==> src/rtl/mmc_cmd_serialiser.sv <==
// MMC command-line serialiser: frames {start, tx, index, argument, crc7, end} and shifts it
// out MSB first on bitclk falling edges. Define MMC_CMD_SERIALISER_CRC_EN to generate crc7.
module mmc_cmd_serialiser (
    input  logic        clk_i,
    input  logic        rst_i,
    input  logic        bitclk_i,
    input  logic        start_i,
    input  logic        abort_i,
    input  logic [5:0]  cmd_i,
    input  logic [31:0] arg_i,
    output logic        cmd_o,
    output logic        cmd_oe_o,
    output logic        active_o,
    output logic        complete_o
);

    typedef enum logic [1:0] {
        ST_IDLE  = 2'd0,
        ST_WAIT  = 2'd1,
        ST_SHIFT = 2'd2,
        ST_END   = 2'd3
    } state_t;

    state_t      state_r;
    state_t      state_nxt_s;
    logic        clk_q_r;
    logic        shift_s;
    logic [47:0] sreg_r;
    logic [47:0] sreg_nxt_s;
    logic [5:0]  bit_cnt_r;
    logic [5:0]  bit_cnt_nxt_s;
    logic        cmd_nxt_s;
    logic        oe_nxt_s;
    logic        active_nxt_s;
    logic        complete_nxt_s;
    logic [6:0]  crc_s;
    logic [47:0] frame_s;

`ifdef MMC_CMD_SERIALISER_CRC_EN
    // Bit-serial CRC7 (x^7 + x^3 + 1), MSB first, zero seed.
    function automatic logic [6:0] crc7_calc(input logic [39:0] data);
        logic [6:0] crc;
        logic       fb;
        crc = 7'h00;
        for (int i = 39; i >= 0; i--) begin
            fb  = data[i] ^ crc[6];
            crc = {crc[5:0], 1'b0};
            if (fb) begin
                crc = crc ^ 7'h09;
            end else begin
                crc = crc;
            end
        end
        return crc;
    endfunction

    assign crc_s = crc7_calc({2'b01, cmd_i, arg_i});
`else
    assign crc_s = 7'h7F;
`endif

    assign frame_s = {1'b0, 1'b1, cmd_i, arg_i, crc_s, 1'b1};
    assign shift_s = ~bitclk_i & clk_q_r;

    // Next-state, shift register, bit counter and output decode.
    always_comb begin
        state_nxt_s   = state_r;
        sreg_nxt_s    = sreg_r;
        bit_cnt_nxt_s = bit_cnt_r;
        cmd_nxt_s     = cmd_o;
        oe_nxt_s      = cmd_oe_o;
        if (abort_i) begin
            state_nxt_s = ST_IDLE;
            oe_nxt_s    = 1'b0;
            cmd_nxt_s   = 1'b1;
        end else begin
            case (state_r)
                ST_IDLE: begin
                    oe_nxt_s  = 1'b0;
                    cmd_nxt_s = 1'b1;
                    if (start_i) begin
                        state_nxt_s   = ST_WAIT;
                        sreg_nxt_s    = frame_s;
                        bit_cnt_nxt_s = 6'd47;
                    end else begin
                        state_nxt_s = ST_IDLE;
                    end
                end
                ST_WAIT: begin
                    if (shift_s) begin
                        state_nxt_s = ST_SHIFT;
                        oe_nxt_s    = 1'b1;
                        cmd_nxt_s   = sreg_r[47];
                    end else begin
                        state_nxt_s = ST_WAIT;
                    end
                end
                ST_SHIFT: begin
                    if (shift_s) begin
                        if (bit_cnt_r == 6'd0) begin
                            state_nxt_s = ST_END;
                            oe_nxt_s    = 1'b0;
                            cmd_nxt_s   = 1'b1;
                        end else begin
                            sreg_nxt_s    = {sreg_r[46:0], 1'b0};
                            cmd_nxt_s     = sreg_r[46];
                            bit_cnt_nxt_s = bit_cnt_r - 6'd1;
                        end
                    end else begin
                        state_nxt_s = ST_SHIFT;
                    end
                end
                ST_END: begin
                    state_nxt_s = ST_IDLE;
                    oe_nxt_s    = 1'b0;
                    cmd_nxt_s   = 1'b1;
                end
                default: begin
                    state_nxt_s = ST_IDLE;
                    oe_nxt_s    = 1'b0;
                    cmd_nxt_s   = 1'b1;
                end
            endcase
        end
        active_nxt_s   = (state_nxt_s != ST_IDLE);
        complete_nxt_s = (state_nxt_s == ST_END);
    end

    // State, datapath and registered outputs; reset releases the line asynchronously.
    always_ff @(posedge clk_i or posedge rst_i) begin
        if (rst_i) begin
            state_r    <= ST_IDLE;
            clk_q_r    <= 1'b0;
            bit_cnt_r  <= 6'd47;
            sreg_r     <= 48'd0;
            cmd_o      <= 1'b1;
            cmd_oe_o   <= 1'b0;
            active_o   <= 1'b0;
            complete_o <= 1'b0;
        end else begin
            state_r    <= state_nxt_s;
            clk_q_r    <= bitclk_i;
            bit_cnt_r  <= bit_cnt_nxt_s;
            sreg_r     <= sreg_nxt_s;
            cmd_o      <= cmd_nxt_s;
            cmd_oe_o   <= oe_nxt_s;
            active_o   <= active_nxt_s;
            complete_o <= complete_nxt_s;
        end
    end

endmodule

==> config.mk <==
export PLATFORM = sky130hd
export DESIGN_NAME = mmc_cmd_serialiser
export DESIGN_NICKNAME = d
export VERILOG_FILES = /design/src/rtl/mmc_cmd_serialiser.sv
export SDC_FILE = /design/constraint.sdc
export NUM_CORES = 1
export LEC_CHECK = 0
export CORE_UTILIZATION = 58
export CTS_CLUSTER_SIZE = 28
export DETAILED_ROUTE_END_ITERATION = 16
export PLACE_DENSITY = 0.85
export SLEW_MARGIN = 40
export SYNTH_ARGS = -nofsm -noshare
export SYNTH_HDL_FRONTEND = slang
export SYNTH_SLANG_ARGS = --single-unit
==> constraint.sdc <==
create_clock -name clk_i -period 4.3 [get_ports clk_i]
set_clock_uncertainty 0.15 [all_clocks]
set_input_delay 0.43 -clock clk_i [delete_from_list [all_inputs] [get_ports clk_i]]
set_output_delay 0.43 -clock clk_i [all_outputs]
set_load 0.05 [all_outputs]
==> key figures, run 1 <==
Status
  – Status: finished clean

Die
  – Full die area: 5440 um2
  – Initial Utilization: 0.616
  – Die H: 73.7 um
  – Io pins: 47
  – Core ar.: 4850 um2
  – Row count: 25
  – Die Span X: 73.7 um

Critical path
  – Critical R2R Launch: bit_cnt_r[0]
  – Max FO, Critical Path: 63
  – Crit Path Class: reg -> reg
  – Critical path data required time: 4.41 ns
  – Crit end category: flop
  – R2R cell count: 7
  – Crit path from: bit_cnt_r[0]
  – Reg-to-reg setup timing slack: 1.75 ns
  – Reg-to-reg endpoint: sreg_r[6]
  – Arrival time worst endpoint: 2.66 ns
  – Setup crit start kind: flop

Timing
  – WHS: 0.352 ns
  – Fin crit share: 0.594
  – TNS Setup: 0 ns
  – RSZ-0062 raised after global routing: false
  – Top achievable clock speed: 391 MHz
  – Final min period: 2.55 ns
  – Slew margin rel.: 0.473
  – Final setup margin: 1.75 ns
  – Final hold vios: 0
  – Final setup vio count: 0
  – Final Max Tran Viols: 0
  – Worst-Margin Slew: 0.790 ns

Synthesis
  – Synth Instances: 293
  – Post-synthesis sequential area ratio: 0.514
  – Syn Nets: 342
  – EDFF count, synth: 0
  – Ranking of synthesized cells by area: dfrtp_1 46%, mux2i_1 13%, nor3_1 8.7%
  – Mapped Area: 2990 um2
  – Avg Cell Area, Syn: 10.2 um2
  – Synth Flop Type: dfrtp_1
  – Post-synth ARST share: 1.00
  – FF+latch count, synth: 61
  – Yosys warning count: 0
  – Post-synthesis cell type count: 32
  – Area share of the largest cell type after synthesis: 0.461
  – Yosys top cell by area: dfrtp_1

Global routing
  – Largest net degree at the start of global routing: 64
  – Total Routing Usage GR: 0.248
  – Vias in the first global route: 2255
  – Total gr overflow: 0
  – First-pass GRT wire length: 10100 um
  – Initial antenna violation count: 0

Placement
  – GPL Wtd Cong: 0.822
  – Post-DP HPWL: 3780 um
  – Cells after DPL: 388
  – Dpl ws: 1.66 ns
  – Port bufs: 46

Detailed routing
  – DR vias: 2315
  – Post-route ant nets: 0
  – WL final: 6070 um
  – Drt pass-1 iters: 4
  – Drt initial violations: 102
  – DR WL/cell: 15.0 um
  – Detailed-route DRC error count: 0
  – Vias/cell: 5.73

Clock network
  – Worst-Skew Late Latency: 0.35 ns
  – CTS clk-pin slew, worst paths: 0.07 ns
  – Post-CTS Setup Inserts: 0
  – H-tree Lvls: 3
  – Max clock buf depth: 2
  – CTS Buf Count: 9
  – # hold bufs at CTS: 0
  – TritonCTS clock tree: done
  – Number of gates resized after CTS: 0
  – Root Driver: clkbuf_8
  – Clk sinks: 61

Cells and area
  – Final net count: 381
  – Non-Filler Instances: 404
  – Area Growth Syn to Fin: 23.1%
  – Most frequent cells in the layout: 55 x dfrtp_1, 51 x nor3_1, 46 x clkdlybuf4s50_1
  – Share of post-route cells with drive strength above 1: 0.0950
  – N_diodes: 0
  – Commonest non-fill, non-tap cell in the layout: dfrtp_1

Power and ir drop
  – Pleak: 1.42 nW
  – PwrDens: 394 nW/um2
  – Max VDD drop: 249 uV

Worst hold path
  – Hold Crit Class: in -> async

Job
  – Maxcap violations: 0
-- how the worst max path moves through the flow --
stage,end,slack [ns]
finish,sreg_r[6],1.75
floorplan,sreg_r[46],2.01
detailed placement,bit_cnt_r[3],1.66
CTS,sreg_r[6],1.75
global route,sreg_r[46],1.59
global placement,sreg_r[46],1.73
-- power by group --
part | switching [mW] | internal [mW]
clock network | 0.223 | 0.279
registers | 0.0474 | 0.661
logic | 0.123 | 0.113
total | 0.393 | 1.05
-- cell usage after synthesis (2+ instances only) --
master     n
inv_1     16
dfrtp_1   55
nand2_1    3
buf_2      6
a21oi_1   44
and3_1     3
o21ai_0    3
nor2_1     3
nand2b_1   3
nand3_1    2
ha_1       6
a31oi_1   10
nor3_1    52
a21boi_0   2
or3_1      3
or2_1      2
dfstp_2    6
clkbuf_1  17
nor2b_1    5
mux2i_1   40
-- cell families (layout without fill, tap and decap cells) --
| group | Yosys count | in the layout | synth area share |
|---|---|---|---|
| AO/OA/AOI/OAI | 68 | 68 | 0.135 |
| flip-flops | 61 | 61 | 0.514 |
| adder cells (fa/ha/maj) | 6 | 6 | 0.0251 |
| buffers and inverters | 39 | 83 | 0.0516 |
| multiplexers | 40 | 40 | 0.134 |
| AND/OR/NAND/NOR | 79 | 79 | 0.140 |
-- final cells by class --
cell class / instances / area (um2)
clock buffers: 11 / 141
inverters: 16 / 62.6
multi-input cells: 193 / 1310
well taps: 67 / 83.8
flip-flops and latches: 61 / 1530
repair buffers: 51 / 498
fillers: 344 / 1170
clock inverters: 5 / 50.0
-- critical path: stages (launching register included) --
cell,delay (ns)
dfstp_2,0.56
inv_1,0.05
ha_1,0.24
nor2b_1,0.21
a2111oi_4,0.37
buf_4,0.56
nor3_1,0.12
a31oi_1,0.19
-- metrics by stage --
stage	utilization	cell area (um2)	total power, mW
2_1_floorplan	-	2990	0.867
3_3_place_gp	0.718	3480	0.941
3_5_place_dp	0.718	3480	0.954
4_1_cts	0.758	3670	1.45
5_1_grt	0.758	3670	1.51
6_report	0.758	3670	1.45
-- flip-flops by register name, indices dropped and copies added (netlist names) --
signal and count:
clk_q_r 1, bit_cnt_r 6, cmd_o 1, complete_o 1, active_o 1, sreg_r 48, state_r 2, cmd_oe_o 1
-- per-layer routing --
metal	track usage	share of wire
met1	0.315	0.44
met2	0.411	0.50
met3	0.0398	0.034
met4	0.128	0.023
met5	0	0
No activity file was read; power rests on OpenSTA's default activity.
==> run 2, diff against run 1 <==
--- a/config.mk
+++ b/config.mk
@@ -5,10 +5,10 @@
 export SDC_FILE = /design/constraint.sdc
 export NUM_CORES = 1
 export LEC_CHECK = 0
-export CORE_UTILIZATION = 58
+export CORE_UTILIZATION = 48
 export CTS_CLUSTER_SIZE = 28
 export DETAILED_ROUTE_END_ITERATION = 16
-export PLACE_DENSITY = 0.85
+export PLACE_DENSITY = 0.75
 export SLEW_MARGIN = 40
 export SYNTH_ARGS = -nofsm -noshare
 export SYNTH_HDL_FRONTEND = slang
==> constraint.sdc (replaced) <==
create_clock -name clk_i -period 2.2 [get_ports clk_i]
set_clock_uncertainty 0.15 [all_clocks]
set_input_delay 0.22 -clock clk_i [delete_from_list [all_inputs] [get_ports clk_i]]
set_output_delay 0.22 -clock clk_i [all_outputs]
set_load 0.05 [all_outputs]
==> run 2 against run 1 <==
  * The flow now finishes with violations (negative setup slack)
  * Non-clock buffer count grew 23
  * Maximum frequency rose by 15%
  * Power increased by 95%
  * Via count increased by 6.5%
  * First-iteration DRC count increased by 4.9%
  * Setup slack worse by 1.8 ns
  * Core utilization fell by 7.6 points
  * Highest routed layer unchanged
==> key figures, run 2 (synthesis results as in run 1) <==
Die
  – Initial Utilization: 0.501 (-0.114)
  – Core ar.: 5960 um2 (+23%)
  – Die H: 80.9 um (+9.7%)
  – Full die area: 6540 um2 (+20%)
  – Die Span X: 80.9 um (+9.7%)
  – Row count: 28 (+12%)
  – Io pins: 47 (unchanged)

Timing
  – Final min period: 2.22 ns (-0.330 ns)
  – Slew margin rel.: 0.673 (+0.200)
  – Final Max Tran Viols: 0 (unchanged)
  – Worst-Margin Slew: 0.489 ns (-0.302 ns)
  – Final hold vios: 0 (unchanged)
  – Final setup margin: -0.0246 ns (-1.77 ns)
  – Top achievable clock speed: 450 MHz (+15%)
  – Final setup vio count: 1 (+1)
  – Fin crit share: 1.01 (+0.417)

Status
  – Status: finished, violations left
  – Failing checks: negative setup slack

Cells and area
  – Largest register FFs: 48 (unchanged)
  – Share of post-route cells with drive strength above 1: 0.178 (+0.0828)
  – Top reg by flops: sreg_r
  – Commonest non-fill, non-tap cell in the layout: dfrtp_1
  – Final net count: 404 (+6.0%)
  – Most frequent cells in the layout: 55 x dfrtp_1, 49 x nor3_1, 46 x clkdlybuf4s50_1
  – Regs by FF count: sreg_r: 48 flops, bit_cnt_r: 6 flops, state_r: 2 flops
  – Fillers: 489 (+42%)
  – N_diodes: 0 (unchanged)
  – Area Growth Syn to Fin: 36.0%
  – Design Area, Final: 4060 um2 (+10%)

Placement
  – Port bufs: 46 (unchanged)
  – Cell Area, Placed: 3660 um2 (+5.1%)
  – Dpl ws: 0.0318 ns (-1.63 ns)
  – GPL Wtd Cong: 0.805 (-2.0%)
  – Post-DP HPWL: 4010 um (+5.9%)

Detailed routing
  – DR vias: 2466 (+6.5%)
  – Detailed-route DRC error count: 0 (unchanged)
  – Vias/cell: 5.67 (-1.1%)
  – DR WL/cell: 15.9 um (+5.5%)
  – Drt initial violations: 107 (+4.9%)
  – WL final: 6900 um (+14%)
  – Post-route ant nets: 0 (unchanged)
  – Drt pass-1 iters: 4 (unchanged)

Clock network
  – Clk sinks: 61 (unchanged)
  – Max clock buf depth: 2 (unchanged)
  – Root Driver: clkbuf_8
  – CTS Buf Count: 9 (unchanged)
  – CTS clk-pin slew, worst paths: 0.07 ns (about the same)
  – Worst-Skew Late Latency: 0.35 ns (about the same)
  – H-tree Lvls: 3 (unchanged)
  – TritonCTS clock tree: done

Critical path
  – Critical R2R Launch: bit_cnt_r[1]
  – Crit path from: bit_cnt_r[1]
  – Crit end category: flop
  – Reg-to-reg endpoint: sreg_r[5]
  – R2R cell count: 8 (+1)
  – Reg-to-reg setup timing slack: -0.02 ns (-1.77 ns)
  – Worst setup path endpoint: sreg_r[5]
  – Max FO, Critical Path: 11 (-83%)
  – Crit Path Class: reg -> reg
  – Critical path data required time: 2.32 ns (-2.09 ns)
  – Setup crit start kind: flop
  – Arrival time worst endpoint: 2.34 ns (-0.32 ns)

Global routing
  – Total Routing Usage GR: 0.220 (-0.0286)
  – Largest net degree at the start of global routing: 37 (-42%)
  – Total gr overflow: 0 (unchanged)
  – First-pass GRT wire length: 10900 um (+8.0%)
  – Vias in the first global route: 2363 (+4.8%)
  – Initial antenna violation count: 0 (unchanged)

Power and ir drop
  – Pleak: 1.57 nW (+10%)
  – PwrDens: 694 nW/um2 (+76%)
  – Max VDD drop: 421 uV (+69%)

Worst hold path
  – Hold Crit Class: in -> async

Job
  – Maxcap violations: 0 (unchanged)
-- run 2: cell count changes in the layout (fill, tap and decap cells not counted), moves of 4 or more --
cell       change
clkbuf_16      +5
buf_4          +9
inv_2          +4
buf_12         +7
-- run 2: repair_timing --
item | CTS | global route
buffers inserted | 0 | 6
cloned | 0 | 6
hold buffers | 0 | 0
gates resized for setup | 2 | 14
pin swaps | 0 | 1
endpoints found under the setup margin | 1 | 50
-- run 2: final cells by class --
type | instances | area, um2 | share of cell area
clock buffer | 11 | 141 | 0.0348
clock inverter | 5 | 36.3 | 0.00894
inverter | 16 | 60.1 | 0.0148
multi-input combinational | 193 | 1340 | 0.330
sequential | 61 | 1530 | 0.378
tap | 75 | 93.8 | 0.0231
timing repair buffer | 74 | 853 | 0.210
-- run 2: worst min-delay path by stage --
stage / start / end / slack, ns / cells past startpoint
floorplan: bitclk_i / clk_q_r / 0.10 / 0
global placement: sreg_r[37] / sreg_r[37] / 0.36 / 2
detailed placement: sreg_r[44] / sreg_r[44] / 0.37 / 2
CTS: rst_i / sreg_r[43] / 0.06 / 2
global route: rst_i / sreg_r[43] / 0.08 / 2
finish: rst_i / sreg_r[43] / 0.05 / 2
-- run 2: report_power, final --
part / switching [mW] / leakage [nW] / total [mW] / internal [mW]
sequential: 0.0967 / 0.666 / 1.39 / 1.29
combinational: 0.255 / 0.818 / 0.523 / 0.268
clock: 0.468 / 0.0815 / 0.906 / 0.439
-- run 2: per-stage QoR --
step                      std cells  hold slack, ns  utilization  setup TNS, ns  power, mW
after floorplan                 293           0.101            -         -0.635       1.70
after global placement          407           0.362        0.615              0       1.88
after detailed placement        407           0.373        0.615              0       1.90
after CTS                       423          0.0597        0.646              0       2.80
after global routing            435          0.0841        0.682         -0.582       2.97
final                           435          0.0520        0.682        -0.0246       2.82
-- run 2: routing by layer --
layer / global-route usage / wire length [um]
met4: 0.0911 / 157
met2: 0.345 / 3340
met3: 0.0573 / 273
met1: 0.288 / 3130
met5: 0 / 0
-- run 2: critical path: stages, from the launching register on --
cell and delay [ns]:
dfstp_2 0.56, inv_2 0.06, ha_4 0.15, nor2b_4 0.13, a2111oi_4 0.47, buf_4 0.25, clkbuf_16 0.17, nor3_1 0.04
a31oi_1 0.17
